**config.mk**
```make
export PLATFORM = sky130hd
export DESIGN_NAME = fib_seq_engine
export DESIGN_NICKNAME = d
export VERILOG_FILES = /design/src/rtl/fib_pkg.sv /design/src/rtl/fib_window.sv /design/src/rtl/fib_seq_engine.sv
export SDC_FILE = /design/constraint.sdc
export NUM_CORES = 1
export LEC_CHECK = 0
export CAP_MARGIN = 5
export CORE_MARGIN = 2
export CORE_UTILIZATION = 45
export CTS_CLUSTER_DIAMETER = 40
export DETAILED_ROUTE_END_ITERATION = 16
export GPL_ROUTABILITY_DRIVEN = 0
export GPL_TIMING_DRIVEN = 1
export HOLD_SLACK_MARGIN = 0.15
export SYNTH_ARGS = -nofsm -noshare
export SYNTH_HDL_FRONTEND = slang
export SYNTH_HIERARCHICAL = 1
export SYNTH_SLANG_ARGS = --single-unit
```
**constraint.sdc**
```tcl
create_clock -name clk -period 9.9 [get_ports clk]
set_input_delay 0.99 -clock clk [delete_from_list [all_inputs] [get_ports clk]]
set_output_delay 0.99 -clock clk [all_outputs]
set_load 0.02 [all_outputs]
```
**src/rtl/fib_pkg.sv**
```systemverilog
// fib_pkg: shared types and constants for the k-bonacci sequence engine.
package fib_pkg;

    typedef enum logic [1:0] {
        IDLE = 2'd0,
        LOAD = 2'd1,
        RUN  = 2'd2,
        DONE = 2'd3
    } fib_state_e;

    localparam int ORDER_MIN = 2;
    localparam int ORDER_MAX = 4;

    // Seed window entry idx: terms 0..k-2 are zero, term k-1 is one.
    function automatic logic init_term(input int idx, input int order);
        return (idx == order - 1);
    endfunction

endpackage

```
**src/rtl/fib_window.sv**
```systemverilog
// fib_window: k-entry sliding window of sequence terms plus the k-input adder.
// With FIB_OVERFLOW_DETECT_EN defined, the adder is widened by two bits and
// the carry out is exported; otherwise no carry logic exists.
module fib_window #(
    parameter int WORDSIZE = 128,
    parameter int ORDER    = 2
) (
    input  logic                clk,
    input  logic                rst,
    input  logic                load,
    input  logic                shift,
    output logic [WORDSIZE-1:0] head
`ifdef FIB_OVERFLOW_DETECT_EN
    ,
    output logic                carry
`endif
);
    import fib_pkg::*;

    logic [ORDER-1:0][WORDSIZE-1:0] w;
    logic [WORDSIZE-1:0]            sum;

`ifdef FIB_OVERFLOW_DETECT_EN
    // Two guard bits cover the sum of up to four WORDSIZE terms.
    logic [WORDSIZE+1:0] sum_wide;

    // Wide sum of all window entries; anything above WORDSIZE is the carry.
    always_comb begin
        sum_wide = '0;
        for (int j = 0; j < ORDER; j++)
            sum_wide = sum_wide + {2'b00, w[j]};
    end

    assign sum   = sum_wide[WORDSIZE-1:0];
    assign carry = |sum_wide[WORDSIZE+1:WORDSIZE];
`else
    // Truncated sum of all window entries.
    always_comb begin
        sum = '0;
        for (int j = 0; j < ORDER; j++)
            sum = sum + w[j];
    end
`endif

    // Seed on load; on shift drop the oldest term and append the new sum.
    always_ff @(posedge clk or negedge rst) begin
        if (!rst) begin
            w <= '0;
        end else if (load) begin
            for (int j = 0; j < ORDER; j++)
                w[j] <= WORDSIZE'(init_term(j, ORDER));
        end else if (shift) begin
            for (int j = 0; j < ORDER - 1; j++)
                w[j] <= w[j+1];
            w[ORDER-1] <= sum;
        end
    end

    assign head = w[0];

endmodule

```
**src/rtl/fib_seq_engine.sv**
```systemverilog
// fib_seq_engine: computes term n of the order-k (2..4) k-bonacci sequence,
// modulo 2^WORDSIZE. Optional sticky truncation flag under the macro
// FIB_OVERFLOW_DETECT_EN (default build: overflow tied low).
module fib_seq_engine #(
    parameter int WORDSIZE = 128,
    parameter int NBITS    = 8,
    parameter int ORDER    = 2
) (
    input  logic                clk,
    input  logic                rst,
    input  logic                start,
    input  logic [NBITS-1:0]    n,
    output logic                busy,
    output logic                ready,
    output logic [WORDSIZE-1:0] result,
    output logic                overflow
);
    import fib_pkg::*;

    if (ORDER < ORDER_MIN || ORDER > ORDER_MAX) begin : g_bad_order
        $error("fib_seq_engine: ORDER must lie in 2..4");
    end

    fib_state_e          state, state_nxt;
    logic [NBITS-1:0]    cnt;
    logic                accept, load, shift, finish;
    logic [WORDSIZE-1:0] head;

`ifdef FIB_OVERFLOW_DETECT_EN
    logic carry;
    logic deep;
`endif

    fib_window #(
        .WORDSIZE (WORDSIZE),
        .ORDER    (ORDER)
    ) u_win (
        .clk   (clk),
        .rst   (rst),
        .load  (load),
        .shift (shift),
        .head  (head)
`ifdef FIB_OVERFLOW_DETECT_EN
        ,
        .carry (carry)
`endif
    );

    // State register.
    always_ff @(posedge clk or negedge rst) begin
        if (!rst) state <= IDLE;
        else      state <= state_nxt;
    end

    // Next state and one-cycle control strobes.
    always_comb begin
        state_nxt = state;
        accept    = 1'b0;
        load      = 1'b0;
        shift     = 1'b0;
        finish    = 1'b0;
        case (state)
            IDLE, DONE: if (start) begin
                accept    = 1'b1;
                state_nxt = LOAD;
            end
            LOAD: begin
                load      = 1'b1;
                state_nxt = RUN;
            end
            RUN: if (cnt != '0) begin
                shift = 1'b1;
            end else begin
                finish    = 1'b1;
                state_nxt = DONE;
            end
            default: state_nxt = IDLE;
        endcase
    end

    // Remaining shifts; n is captured at accept so later n changes are ignored.
    always_ff @(posedge clk or negedge rst) begin
        if (!rst)       cnt <= '0;
        else if (accept) cnt <= n;
        else if (shift)  cnt <= cnt - NBITS'(1);
    end

    // Result only moves on entry to DONE, so partial terms never show.
    always_ff @(posedge clk or negedge rst) begin
        if (!rst)        result <= '0;
        else if (finish) result <= head;
    end

`ifdef FIB_OVERFLOW_DETECT_EN
    // A shift with cnt >= k produces a term whose index is <= n; later
    // shifts compute terms past n and must not flag truncation.
    assign deep = (NBITS+3)'(cnt) >= (NBITS+3)'(ORDER);

    // Sticky truncation flag, cleared on each accepted request.
    always_ff @(posedge clk or negedge rst) begin
        if (!rst)                        overflow <= 1'b0;
        else if (accept)                 overflow <= 1'b0;
        else if (shift && deep && carry) overflow <= 1'b1;
    end
`else
    assign overflow = 1'b0;
`endif

    assign busy  = (state == LOAD) || (state == RUN);
    assign ready = (state == DONE);

endmodule

```
==> results.txt, run 1 <==
----------------------------------------------------
[Outcome]
  Outcome ... finished, final reports clean

[STA]
  Number of hold violations in the final report ... 0
  Slew Limit Headroom ... 33.9%
  Setup-failing EPs final ... 0
  Unrepaired setup endpoints after global routing ... false
  Final min period ... 4.40 ns
  Final clock skew ... 0.0193 ns
  Timing-limited maximum frequency ... 227 MHz
  Total negative slack for setup checks ... 0 ns
  Transition at the pin with the smallest max-transition slack ... 0.990 ns
  Final Slew Violations ... 0
  Post-route clock period utilization ... 44.4%

[Logic synthesis]
  Number of enable flip-flop cells after synthesis ... 0
  Mux contribution to synthesized area ... 14.8%
  Commonest cells post-synth ... 394 x sky130_fd_sc_hd__dfrtp_1, 361 x sky130_fd_sc_hd__nor2_1, 227 x sky130_fd_sc_hd__a21oi_1, 191 x sky130_fd_sc_hd__mux2i_1, 171 x sky130_fd_sc_hd__nand2_1
  Average size of a mapped cell ... 9.63 µm²
  Leading post-synthesis cells by cell area ... sky130_fd_sc_hd__dfrtp_1 38%, sky130_fd_sc_hd__mux2i_1 7.4%, sky130_fd_sc_hd__mux2_4 7.0%
  Async SR Flop Fraction ... 100%
  Net count of the mapped netlist ... 2813
  Dominant combinational cell family by area after synthesis ... compound AO/OA/AOI/OAI gates
  Most frequently used flop master after synthesis ... sky130_fd_sc_hd__dfrtp_1
  Library cell with the largest summed area after synthesis ... sky130_fd_sc_hd__dfrtp_1
  Portion of the post-synthesis area used by sequential elements ... 38.4%
  Most frequent cell after synthesis ... sky130_fd_sc_hd__dfrtp_1
  Adder-cell share of the synthesized area ... 6.55%
  Library cells used by synthesis ... 100
  Yosys top cell area share ... 38.4%
  Share of synthesized cell area in and, or, nand and nor gates ... 13.1%
  Number of standard cells after synthesis ... 2668
  Warning count from the yosys run ... 6
  Xor/xnor cell area share of the yosys netlist ... 4.02%
  Number of register bits inferred by synthesis ... 394
  Post-synthesis instance area ... 0.0257 mm²
  Compound-Gate Fraction of Synth Area ... 15.4%

[Detailed routing]
  Post-route DRC ... 0
  Routed via count divided by cell count ... 5.65
  Number of detailed-route iterations in the first pass ... 6
  Initial detailed-routing violation count ... 1377
  Vias ... 19.3k
  Final WL ... 64500 µm
  Number of nets with antenna violations after detailed routing ... 0
  WL per Instance ... 18.9 µm

[Cells and area]
  # fillers ... 5244
  Area occupied by multi-input gates ... 0.0139 mm²
  Non-Filler Cell Area, Final ... 0.0285 mm²
  Sequential cell area ... 0.00986 mm²
  Antenna Diode Count ... 0
  Net total in the final layout ... 2751
  Synthesis-to-layout area growth ... 11.0%
  Share of post-route cells with drive strength above 1 ... 11.1%

[Floorplan]
  Cell row count ... 87
  Die Outline Area ... 0.0590 mm²
  Core box area ... 0.0564 mm²
  Floorplan die width ... 243 µm
  Die height ... 243 µm
  Number of top-level pins ... 142
  Starting Density ... 45.6%

[Clock tree]
  Number of buffers created by CTS ... 60
  Post-CTS setup buffers ... 0
  Clock transition at the registers of the reported paths ... 0.06 ns
  TritonCTS clock tree ... built
  Insertion delay to the later sink of the worst-skew pair ... 0.62 ns
  Cts-stage hold buffer count ... 0
  Post-CTS sizing ... 0
  Buffer depth of the longest clock path ... 3
  H-tree depth reported by CTS ... 2
  Clock tree root buffer cell ... sky130_fd_sc_hd__clkbuf_16
  Total clock sinks ... 394

[Worst setup path]
  Worst stage delay on the critical path ... 0.53 ns
  Crit path buf inv count ... 0
  Type of origin of the critical path ... register
  Critical-path top delay cell ... sky130_fd_sc_hd__a211oi_1
  Critical Path Sink Type ... register
  Reg2Reg Setup Slack ... 5.50 ns
  WS Path Type ... reg -> reg
  Ordered cell list for the critical path ... ha_1, and3_1, and3_1, a21oi_1, o32ai_1, a211oi_1, a21oi_1, o21ai_1, o21ai_1, a221oi_1, mux2i_1, xnor2_1, nor2_1
  Largest fanout of any net on the critical path ... 7
  Family with the most delay on the worst path ... compound AO/OA/AOI/OAI gates
  Worst path arrival time ... 4.85 ns
  Critical Path RT ... 10.36 ns

[Power and ir drop]
  Cell area power density ... 166 mW/mm²
  Peak supply drop ... 0.000119 V
  Leakage power summed over all cells ... 13.5 nW

[Global routing]
  Overall routing resource usage ... 21.6%
  Largest net degree at the start of global routing ... 159
  Number of global-route vias before repair ... 19.0k
  Total gr overflow ... 0
  Initial antenna violation count ... 0
  First-pass GRT wire length ... 105000 µm

[Hold path]
  Worst min-delay path class ... in -> async

[Place]
  Area after DPL ... 0.0264 mm²
  PortBufs ... 140
  HPWL Detailed ... 46500 µm

[Job]
  Reported max-cap violation count ... 0

----------------------------------------------------
logic make-up after synthesis:
kind of cell               Yosys count
and+or+nand+nor                    740
AOI/OAI and AO/OA                  637
DFF                                394
buffers and inverters              325
muxes                              319
adders and majority gates          134
xor gates and xnor gates           118
other                                1
sequential cells by signal, indices dropped and copies added, names as in the netlist:
name,count
state,2
cnt,8
u_win/head,128
result,128
u_win/w,128
path summary, 6_finish.rpt:
kind,depth (start not counted),to,startpoint
setup / recovery,13,u_win/w[255],u_win/head[8]
hold / removal,1,result[59],rst
setup reg to reg,13,u_win/w[255],u_win/head[8]
hold reg to reg,1,result[65],result[65]
max in group asynchronous,2,u_win/head[5],rst
min in group clk,1,result[65],result[65]
worst register-to-register path: stages, from the launching register on:
cell and delay (ns):
sky130_fd_sc_hd__dfrtp_1 0.40, sky130_fd_sc_hd__ha_1 0.39, sky130_fd_sc_hd__and3_1 0.22, sky130_fd_sc_hd__and3_1 0.19
sky130_fd_sc_hd__a21oi_1 0.34, sky130_fd_sc_hd__o32ai_1 0.21, sky130_fd_sc_hd__a211oi_1 0.53, sky130_fd_sc_hd__a21oi_1 0.25
sky130_fd_sc_hd__o21ai_1 0.50, sky130_fd_sc_hd__o21ai_1 0.29, sky130_fd_sc_hd__a221oi_1 0.48, sky130_fd_sc_hd__mux2i_1 0.26
sky130_fd_sc_hd__xnor2_1 0.14, sky130_fd_sc_hd__nor2_1 0.05
area by class of cell:
type | instances | area share, %
inverters | 49 | 0.671
flip-flops and latches | 394 | 34.6
clock buffers | 73 | 5.79
multi-input cells | 1949 | 48.7
repair buffers | 152 | 5.29
clock inverters | 38 | 1.68
well taps | 756 | 3.31
metal layers:
metal  wire length (µm)  GRT usage, %
met3               3390          3.01
met1              30100          30.9
met4               1520          5.86
met2              29400          34.4
met5                  0             0
per-stage QoR:
step	setup slack [ns]	std cells	hold WS, ns	total power, W	utilization, %
4_1_cts	5.55	3411	0.477	0.00478	50.6
6_report	5.50	3411	0.440	0.00472	50.6
5_1_grt	5.33	3411	0.512	0.00491	50.6
2_1_floorplan	6.55	2668	0.474	0.00231	-
3_5_place_dp	5.59	3300	0.493	0.00253	46.8
3_3_place_gp	5.59	3300	0.494	0.00252	46.8
power by group:
part | total, W | switching (W) | leakage [nW] | internal [W]
combinational | 0.000818 | 0.000573 | 7.01 | 0.000244
clock | 0.00222 | 0.000832 | 1.03 | 0.00139
sequential | 0.00168 | 0.0000357 | 5.47 | 0.00165
total | 0.00472 | 0.00144 | 13.5 | 0.00328
placed cells by master (no fill, tap or decap), types with 43 or more instances in the layout:
master / instances
sky130_fd_sc_hd__a21o_1: 85
sky130_fd_sc_hd__a21oi_1: 227
sky130_fd_sc_hd__clkbuf_16: 62
sky130_fd_sc_hd__clkdlybuf4s50_1: 139
sky130_fd_sc_hd__dfrtp_1: 394
sky130_fd_sc_hd__ha_1: 132
sky130_fd_sc_hd__inv_1: 47
sky130_fd_sc_hd__mux2_4: 120
sky130_fd_sc_hd__mux2i_1: 191
sky130_fd_sc_hd__nand2_1: 171
sky130_fd_sc_hd__nand4_1: 65
sky130_fd_sc_hd__nor2_1: 361
sky130_fd_sc_hd__o21ai_0: 134
sky130_fd_sc_hd__xnor2_1: 75
sky130_fd_sc_hd__xor2_1: 43
No activity file was read; power rests on OpenSTA's default activity.
==> run 2: changes to the inputs <==
--- a/config.mk
+++ b/config.mk
@@ -13,6 +13,7 @@
 export GPL_ROUTABILITY_DRIVEN = 0
 export GPL_TIMING_DRIVEN = 1
 export HOLD_SLACK_MARGIN = 0.15
+export PLACE_DENSITY = 0.65
 export SYNTH_ARGS = -nofsm -noshare
 export SYNTH_HDL_FRONTEND = slang
 export SYNTH_HIERARCHICAL = 1
==> constraint.sdc (replaced) <==
create_clock -name clk -period 3.59 [get_ports clk]
set_input_delay 0.359 -clock clk [delete_from_list [all_inputs] [get_ports clk]]
set_output_delay 0.359 -clock clk [all_outputs]
set_load 0.02 [all_outputs]
==> results.txt, run 2 (synthesized netlist as in run 1, its figures left out) <==
----------------------------------------------------
[Floorplan]
  Die Outline Area ... 0.0590 mm² (unchanged)
  Die height ... 243 µm (unchanged)
  Cell row count ... 87 (unchanged)
  Starting Density ... 45.6% (unchanged)
  Number of top-level pins ... 142 (unchanged)
  Floorplan die width ... 243 µm (unchanged)
  Core box area ... 0.0564 mm² (unchanged)

[Cells and area]
  Most common library cell in the layout ignoring fill and taps ... sky130_fd_sc_hd__dfrtp_1 (unchanged)
  Non-Filler Cell Area, Final ... 0.0310 mm² (was 0.0285 mm²)
  Commonest cells after routing, fill and taps aside ... 394 x sky130_fd_sc_hd__dfrtp_1, 358 x sky130_fd_sc_hd__nor2_1, 213 x sky130_fd_sc_hd__a21oi_1 (was 394 x sky130_fd_sc_hd__dfrtp_1, 361 x sky130_fd_sc_hd__nor2_1, 227 x sky130_fd_sc_hd__a21oi_1)
  Synthesis-to-layout area growth ... 20.7% (was 11.0%)
  Antenna Diode Count ... 0 (unchanged)
  Share of post-route cells with drive strength above 1 ... 20.2% (was 11.1%)
  Net total in the final layout ... 2962 (was 2751)
  Cell Count, Final, Fillers Out ... 3626 (was 3411)

[Worst setup path]
  Largest fanout of any net on the critical path ... 3 (was 7)
  WS Path Type ... reg -> reg (unchanged)
  Reg2Reg Setup Slack ... 0.009 ns (was 5.50 ns)
  Worst path arrival time ... 4.04 ns (was 4.85 ns)
  Critical Path Sink Type ... register (unchanged)
  R2R cell count ... 15 (was 13)
  Critical Path RT ... 4.04 ns (was 10.36 ns)
  Reg-to-Reg Start ... u_win/head[0] (was u_win/head[8])
  Type of origin of the critical path ... register (unchanged)
  RR Endpoint ... u_win/w[200] (was u_win/w[255])

[Clock tree]
  H-tree depth reported by CTS ... 3 (was 2)
  Insertion delay to the later sink of the worst-skew pair ... 0.61 ns (was 0.62 ns)
  Clock transition at the registers of the reported paths ... 0.05 ns (was 0.06 ns)
  Total clock sinks ... 394 (unchanged)
  TritonCTS clock tree ... built (unchanged)
  Number of buffers created by CTS ... 71 (was 60)
  Clock tree root buffer cell ... sky130_fd_sc_hd__clkbuf_16 (unchanged)
  Buffer depth of the longest clock path ... 3 (unchanged)

[Power and ir drop]
  Cell area power density ... 455 mW/mm² (was 166 mW/mm²)
  Total chip power ... 0.0141 W (was 0.00472 W)
  Peak supply drop ... 0.000795 V (was 0.000119 V)
  Leakage power summed over all cells ... 14.8 nW (was 13.5 nW)

[Detailed routing]
  Number of nets with antenna violations after detailed routing ... 0 (unchanged)
  Vias ... 20.4k (was 19.3k)
  Final WL ... 68300 µm (was 64500 µm)
  Initial detailed-routing violation count ... 1406 (was 1377)
  Post-route DRC ... 0 (unchanged)
  Number of detailed-route iterations in the first pass ... 5 (was 6)
  Routed via count divided by cell count ... 5.63 (was 5.65)
  WL per Instance ... 18.8 µm (was 18.9 µm)

[Global routing]
  Overall routing resource usage ... 22.7% (was 21.6%)
  Number of global-route vias before repair ... 20.7k (was 19.0k)
  Largest net degree at the start of global routing ... 141 (was 159)
  Total gr overflow ... 0 (unchanged)
  First-pass GRT wire length ... 110000 µm (was 105000 µm)
  Initial antenna violation count ... 0 (unchanged)

[Place]
  Pre-CTS setup slack ... -0.372 ns (was 5.59 ns)
  Cell count after placement ... 3491 (was 3300)
  PortBufs ... 140 (unchanged)
  Area after DPL ... 0.0279 mm² (was 0.0264 mm²)
  HPWL Detailed ... 49200 µm (was 46500 µm)

[STA]
  Transition at the pin with the smallest max-transition slack ... 0.800 ns (was 0.990 ns)
  Timing-limited maximum frequency ... 279 MHz (was 227 MHz)
  Number of hold violations in the final report ... 0 (unchanged)
  Unrepaired setup endpoints after global routing ... true (was false)
  Smallest setup slack after layout ... 0.00884 ns (was 5.50 ns)
  Final clock skew ... 0.0317 ns (was 0.0193 ns)
  Final min period ... 3.58 ns (was 4.40 ns)
  Final Slew Violations ... 0 (unchanged)
  Setup-failing EPs final ... 0 (unchanged)
  Post-route clock period utilization ... 99.8% (was 44.4%)
  Slew Limit Headroom ... 46.7% (was 33.9%)

[Outcome]
  Outcome ... finished, final reports clean (unchanged)

[Job]
  Reported max-cap violation count ... 0 (unchanged)

[Hold path]
  Worst min-delay path class ... in -> async (unchanged)

----------------------------------------------------
## run 2: stage by stage
stage	setup TNS (ns)	utilization, %	hold slack (ns)
3_5_place_dp	-1.82	49.6	0.232
3_3_place_gp	-1.30	49.6	0.226
2_1_floorplan	0	-	0.0634
6_report	0	55.0	0.207
5_1_grt	-1.01	55.0	0.190
4_1_cts	-0.0234	54.3	0.178
## run 2: cell type report
type                    count  area [µm²]
fillers                  4964       25400
flip-flops and latches    394        9860
repair buffers            352        3130
clock inverters            47         643
inverters                  49         191
multi-input cells        1949       14400
well taps                 756         946
clock buffers              79        1860
## run 2: routing by layer
metal | vias up | track usage [%] | share of wire (%)
met5 | - | 0 | 0
met4 | 0 | 9.91 | 3.4
met3 | 149 | 3.66 | 5.5
met2 | 681 | 36.3 | 46
met1 | 9903 | 30.6 | 45
li1 | 9673 | - | -
## run 2: worst max-delay path: stages (launching register included)
cell	delay (ns)
sky130_fd_sc_hd__dfrtp_1	0.41
sky130_fd_sc_hd__ha_4	0.18
sky130_fd_sc_hd__inv_2	0.05
sky130_fd_sc_hd__fa_2	0.18
sky130_fd_sc_hd__and2b_2	0.24
sky130_fd_sc_hd__o2111ai_4	0.23
sky130_fd_sc_hd__a2111oi_4	0.12
sky130_fd_sc_hd__or3b_4	0.41
sky130_fd_sc_hd__and4_4	0.17
sky130_fd_sc_hd__or3_4	0.40
sky130_fd_sc_hd__a211oi_4	0.33
sky130_fd_sc_hd__o21a_1	0.22
sky130_fd_sc_hd__o21ai_2	0.09
sky130_fd_sc_hd__a21boi_2	0.14
sky130_fd_sc_hd__xor2_1	0.16
sky130_fd_sc_hd__o22ai_1	0.09
## run 2: worst max path at each step
stage / start / endpoint / slack (ns) / cells past startpoint
after detailed placement: u_win/head[30] / u_win/w[255] / -0.37 / 14
after floorplan: u_win/head[0] / u_win/w[252] / 0.24 / 15
after CTS: u_win/w[128] / u_win/w[254] / -0.01 / 17
final: u_win/head[0] / u_win/w[200] / 0.009 / 15
after global placement: u_win/head[30] / u_win/w[255] / -0.37 / 14
after global routing: u_win/head[11] / u_win/w[250] / -0.13 / 15
## run 2: what timing repair did
item / 4_1_cts / 5_1_grt
setup buffers: 5 / 7
hold buffers: 1 / 0
setup endpoints to repair: 28 / 61
gates resized for setup: 29 / 83
hold endpoints to repair: 304 / 0
pin swaps: 18 / 54
## run 2: power breakdown
group | internal [W] | switching, W | leakage, nW
combinational | 0.000802 | 0.00161 | 8.13
sequential | 0.00455 | 0.000102 | 5.47
clock | 0.00459 | 0.00246 | 1.21
==> run 3: changes to the inputs <==
--- a/config.mk
+++ b/config.mk
@@ -5,7 +5,6 @@
 export SDC_FILE = /design/constraint.sdc
 export NUM_CORES = 1
 export LEC_CHECK = 0
-export CAP_MARGIN = 5
 export CORE_MARGIN = 2
 export CORE_UTILIZATION = 45
 export CTS_CLUSTER_DIAMETER = 40
@@ -18,3 +17,4 @@
 export SYNTH_HDL_FRONTEND = slang
 export SYNTH_HIERARCHICAL = 1
 export SYNTH_SLANG_ARGS = --single-unit
+export TNS_END_PERCENT = 5
==> results.txt, run 3 (synthesized netlist as in run 1, its figures left out) <==
----------------------------------------------------
[STA]
  Final clock skew ... 0.0327 ns (was 0.0317 ns)
  Timing-limited maximum frequency ... 276 MHz (was 279 MHz)
  Final Slew Violations ... 0 (unchanged)
  Total negative slack for setup checks ... -0.0608 ns (was 0 ns)
  Slew Limit Headroom ... 46.5% (was 46.7%)
  Transition at the pin with the smallest max-transition slack ... 0.802 ns (was 0.800 ns)
  Setup-failing EPs final ... 2 (was 0)
  Smallest setup slack after layout ... -0.0382 ns (was 0.00884 ns)
  Post-route clock period utilization ... 101% (was 99.8%)
  Number of hold violations in the final report ... 0 (unchanged)
  Unrepaired setup endpoints after global routing ... true (unchanged)
  Final min period ... 3.63 ns (was 3.58 ns)

[Clock tree]
  Total clock sinks ... 394 (unchanged)
  H-tree depth reported by CTS ... 3 (unchanged)
  TritonCTS clock tree ... built (unchanged)
  Clock transition at the registers of the reported paths ... 0.06 ns (was 0.05 ns)
  Buffer depth of the longest clock path ... 3 (unchanged)
  Number of buffers created by CTS ... 71 (unchanged)
  Insertion delay to the later sink of the worst-skew pair ... 0.61 ns (about the same)
  Clock tree root buffer cell ... sky130_fd_sc_hd__clkbuf_16 (unchanged)

[Worst setup path]
  Worst path arrival time ... 4.10 ns (was 4.04 ns)
  Type of origin of the critical path ... register (unchanged)
  Largest fanout of any net on the critical path ... 3 (unchanged)
  WS Path Type ... reg -> reg (unchanged)
  Critical Path RT ... 4.06 ns (was 4.04 ns)
  Origin of the worst setup path ... u_win/w[128] (was u_win/head[0])
  Critical Path Sink Type ... register (unchanged)
  Reg-to-Reg Start ... u_win/w[128] (was u_win/head[0])

[Detailed routing]
  Uppermost signal routing layer after detailed routing ... met4 (unchanged)
  Vias ... 20.4k (about the same)
  Routed wire length on met3 ... 3810 µm (was 3730 µm)
  Number of nets with antenna violations after detailed routing ... 0 (unchanged)
  Routed via count divided by cell count ... 5.64 (was 5.63)
  Met1 Routed Length ... 30500 µm (about the same)
  Routed length on met2 ... 31500 µm (was 31700 µm)
  Final WL ... 68100 µm (was 68300 µm)
  Initial detailed-routing violation count ... 1385 (was 1406)
  Number of detailed-route iterations in the first pass ... 6 (was 5)
  Post-route DRC ... 0 (unchanged)
  WL per Instance ... 18.8 µm (about the same)

[Cells and area]
  Non-Filler Cell Area, Final ... 0.0308 mm² (was 0.0310 mm²)
  # fillers ... 4984 (was 4964)
  Area occupied by multi-input gates ... 0.0142 mm² (was 0.0144 mm²)
  Net total in the final layout ... 2958 (was 2962)
  Cell Count, Final, Fillers Out ... 3622 (was 3626)
  Most common library cell in the layout ignoring fill and taps ... sky130_fd_sc_hd__dfrtp_1 (unchanged)
  Sequential cell area ... 0.00986 mm² (unchanged)
  Share of post-route cells with drive strength above 1 ... 19.5% (was 20.2%)
  Synthesis-to-layout area growth ... 20.0% (was 20.7%)
  Commonest cells after routing, fill and taps aside ... 394 x sky130_fd_sc_hd__dfrtp_1, 359 x sky130_fd_sc_hd__nor2_1, 216 x sky130_fd_sc_hd__a21oi_1 (was 394 x sky130_fd_sc_hd__dfrtp_1, 358 x sky130_fd_sc_hd__nor2_1, 213 x sky130_fd_sc_hd__a21oi_1)
  Antenna Diode Count ... 0 (unchanged)
  Final design utilization ... 54.7% (was 55.0%)

[Floorplan]
  Cell row count ... 87 (unchanged)
  Die height ... 243 µm (unchanged)
  Core box area ... 0.0564 mm² (unchanged)
  Floorplan die width ... 243 µm (unchanged)
  Number of top-level pins ... 142 (unchanged)
  Die Outline Area ... 0.0590 mm² (unchanged)
  Starting Density ... 45.6% (unchanged)

[Outcome]
  Violated checks ... negative setup slack
  Outcome ... finished, violations left (was finished, final reports clean)

[Place]
  HPWL Detailed ... 49200 µm (unchanged)
  Area after DPL ... 0.0279 mm² (unchanged)
  PortBufs ... 140 (unchanged)
  Cell count after placement ... 3491 (unchanged)

[Power and ir drop]
  Cell area power density ... 457 mW/mm² (was 455 mW/mm²)
  Peak supply drop ... 0.000794 V (was 0.000795 V)
  Leakage power summed over all cells ... 14.8 nW (about the same)

[Global routing]
  Initial antenna violation count ... 0 (unchanged)
  Total gr overflow ... 0 (unchanged)
  Largest net degree at the start of global routing ... 141 (unchanged)
  First-pass GRT wire length ... 110000 µm (about the same)
  Number of global-route vias before repair ... 20.6k (was 20.7k)
  Overall routing resource usage ... 22.7% (about the same)

[Hold path]
  Worst min-delay path class ... in -> async (unchanged)

[Job]
  Reported max-cap violation count ... 0 (unchanged)

----------------------------------------------------
## run 3: cell count changes in the layout (fill, tap and decap cells not counted), sizes merged
cell,change
buf,-4
## run 3: worst paths after layout
check,end,slack [ns],cells after the start
worst max register to register,u_win/w[252],-0.04,15
worst min-delay path,result[108],0.21,2
min in group clk,cnt[1],0.34,2
worst max-delay path,u_win/w[252],-0.04,15
max in group asynchronous,result[46],2.31,3
worst min register to register,result[83],0.51,1
## run 3: critical path, stage by stage, from the launching register on
cell	delay, ns
sky130_fd_sc_hd__dfrtp_1	0.39
sky130_fd_sc_hd__ha_2	0.21
sky130_fd_sc_hd__inv_2	0.06
sky130_fd_sc_hd__fa_2	0.19
sky130_fd_sc_hd__and2b_2	0.24
sky130_fd_sc_hd__o2111ai_4	0.24
sky130_fd_sc_hd__a2111oi_4	0.13
sky130_fd_sc_hd__or3b_4	0.43
sky130_fd_sc_hd__and4_4	0.17
sky130_fd_sc_hd__or3_4	0.42
sky130_fd_sc_hd__o2bb2ai_4	0.17
sky130_fd_sc_hd__o21ai_4	0.22
sky130_fd_sc_hd__o31ai_4	0.09
sky130_fd_sc_hd__a311oi_2	0.31
sky130_fd_sc_hd__xor2_1	0.18
sky130_fd_sc_hd__o21ai_1	0.07
## run 3: repair_timing
action                                  in CTS  in global routing
hold buffers                                 1                  0
pin swaps                                    3                 32
endpoints found under the setup margin      28                 61
endpoints found under the hold margin      304                  0
buffers inserted                             1                  5
gates resized for setup                     17                 63
## run 3: cell type report
cell class,instances,area share [%]
Clock buffer,79,6.02
Multi-Input combinational cell,1949,46.2
Timing Repair Buffer,348,10.0
Tap cell,756,3.07
Inverter,49,0.621
Clock inverter,47,2.08
Sequential cell,394,32.0
## run 3: report_power, final
part	internal, W	switching (W)
clock network	0.00459	0.00246
logic	0.000797	0.00161
registers	0.00455	0.0000964
## run 3: stage by stage
stage | setup WS [ns] | hold WS (ns) | power, W
2_1_floorplan | 0.243 | 0.0634 | 0.00637
3_3_place_gp | -0.367 | 0.226 | 0.00705
3_5_place_dp | -0.372 | 0.232 | 0.00710
4_1_cts | -0.0980 | 0.178 | 0.0142
5_1_grt | -0.158 | 0.190 | 0.0147
6_report | -0.0382 | 0.207 | 0.0141
## run 3: routing by layer
metal	track usage (%)	vias up
li1	-	9667
met1	30.5	9927
met2	36.3	666
met3	3.69	154
met4	9.51	0
met5	0	-
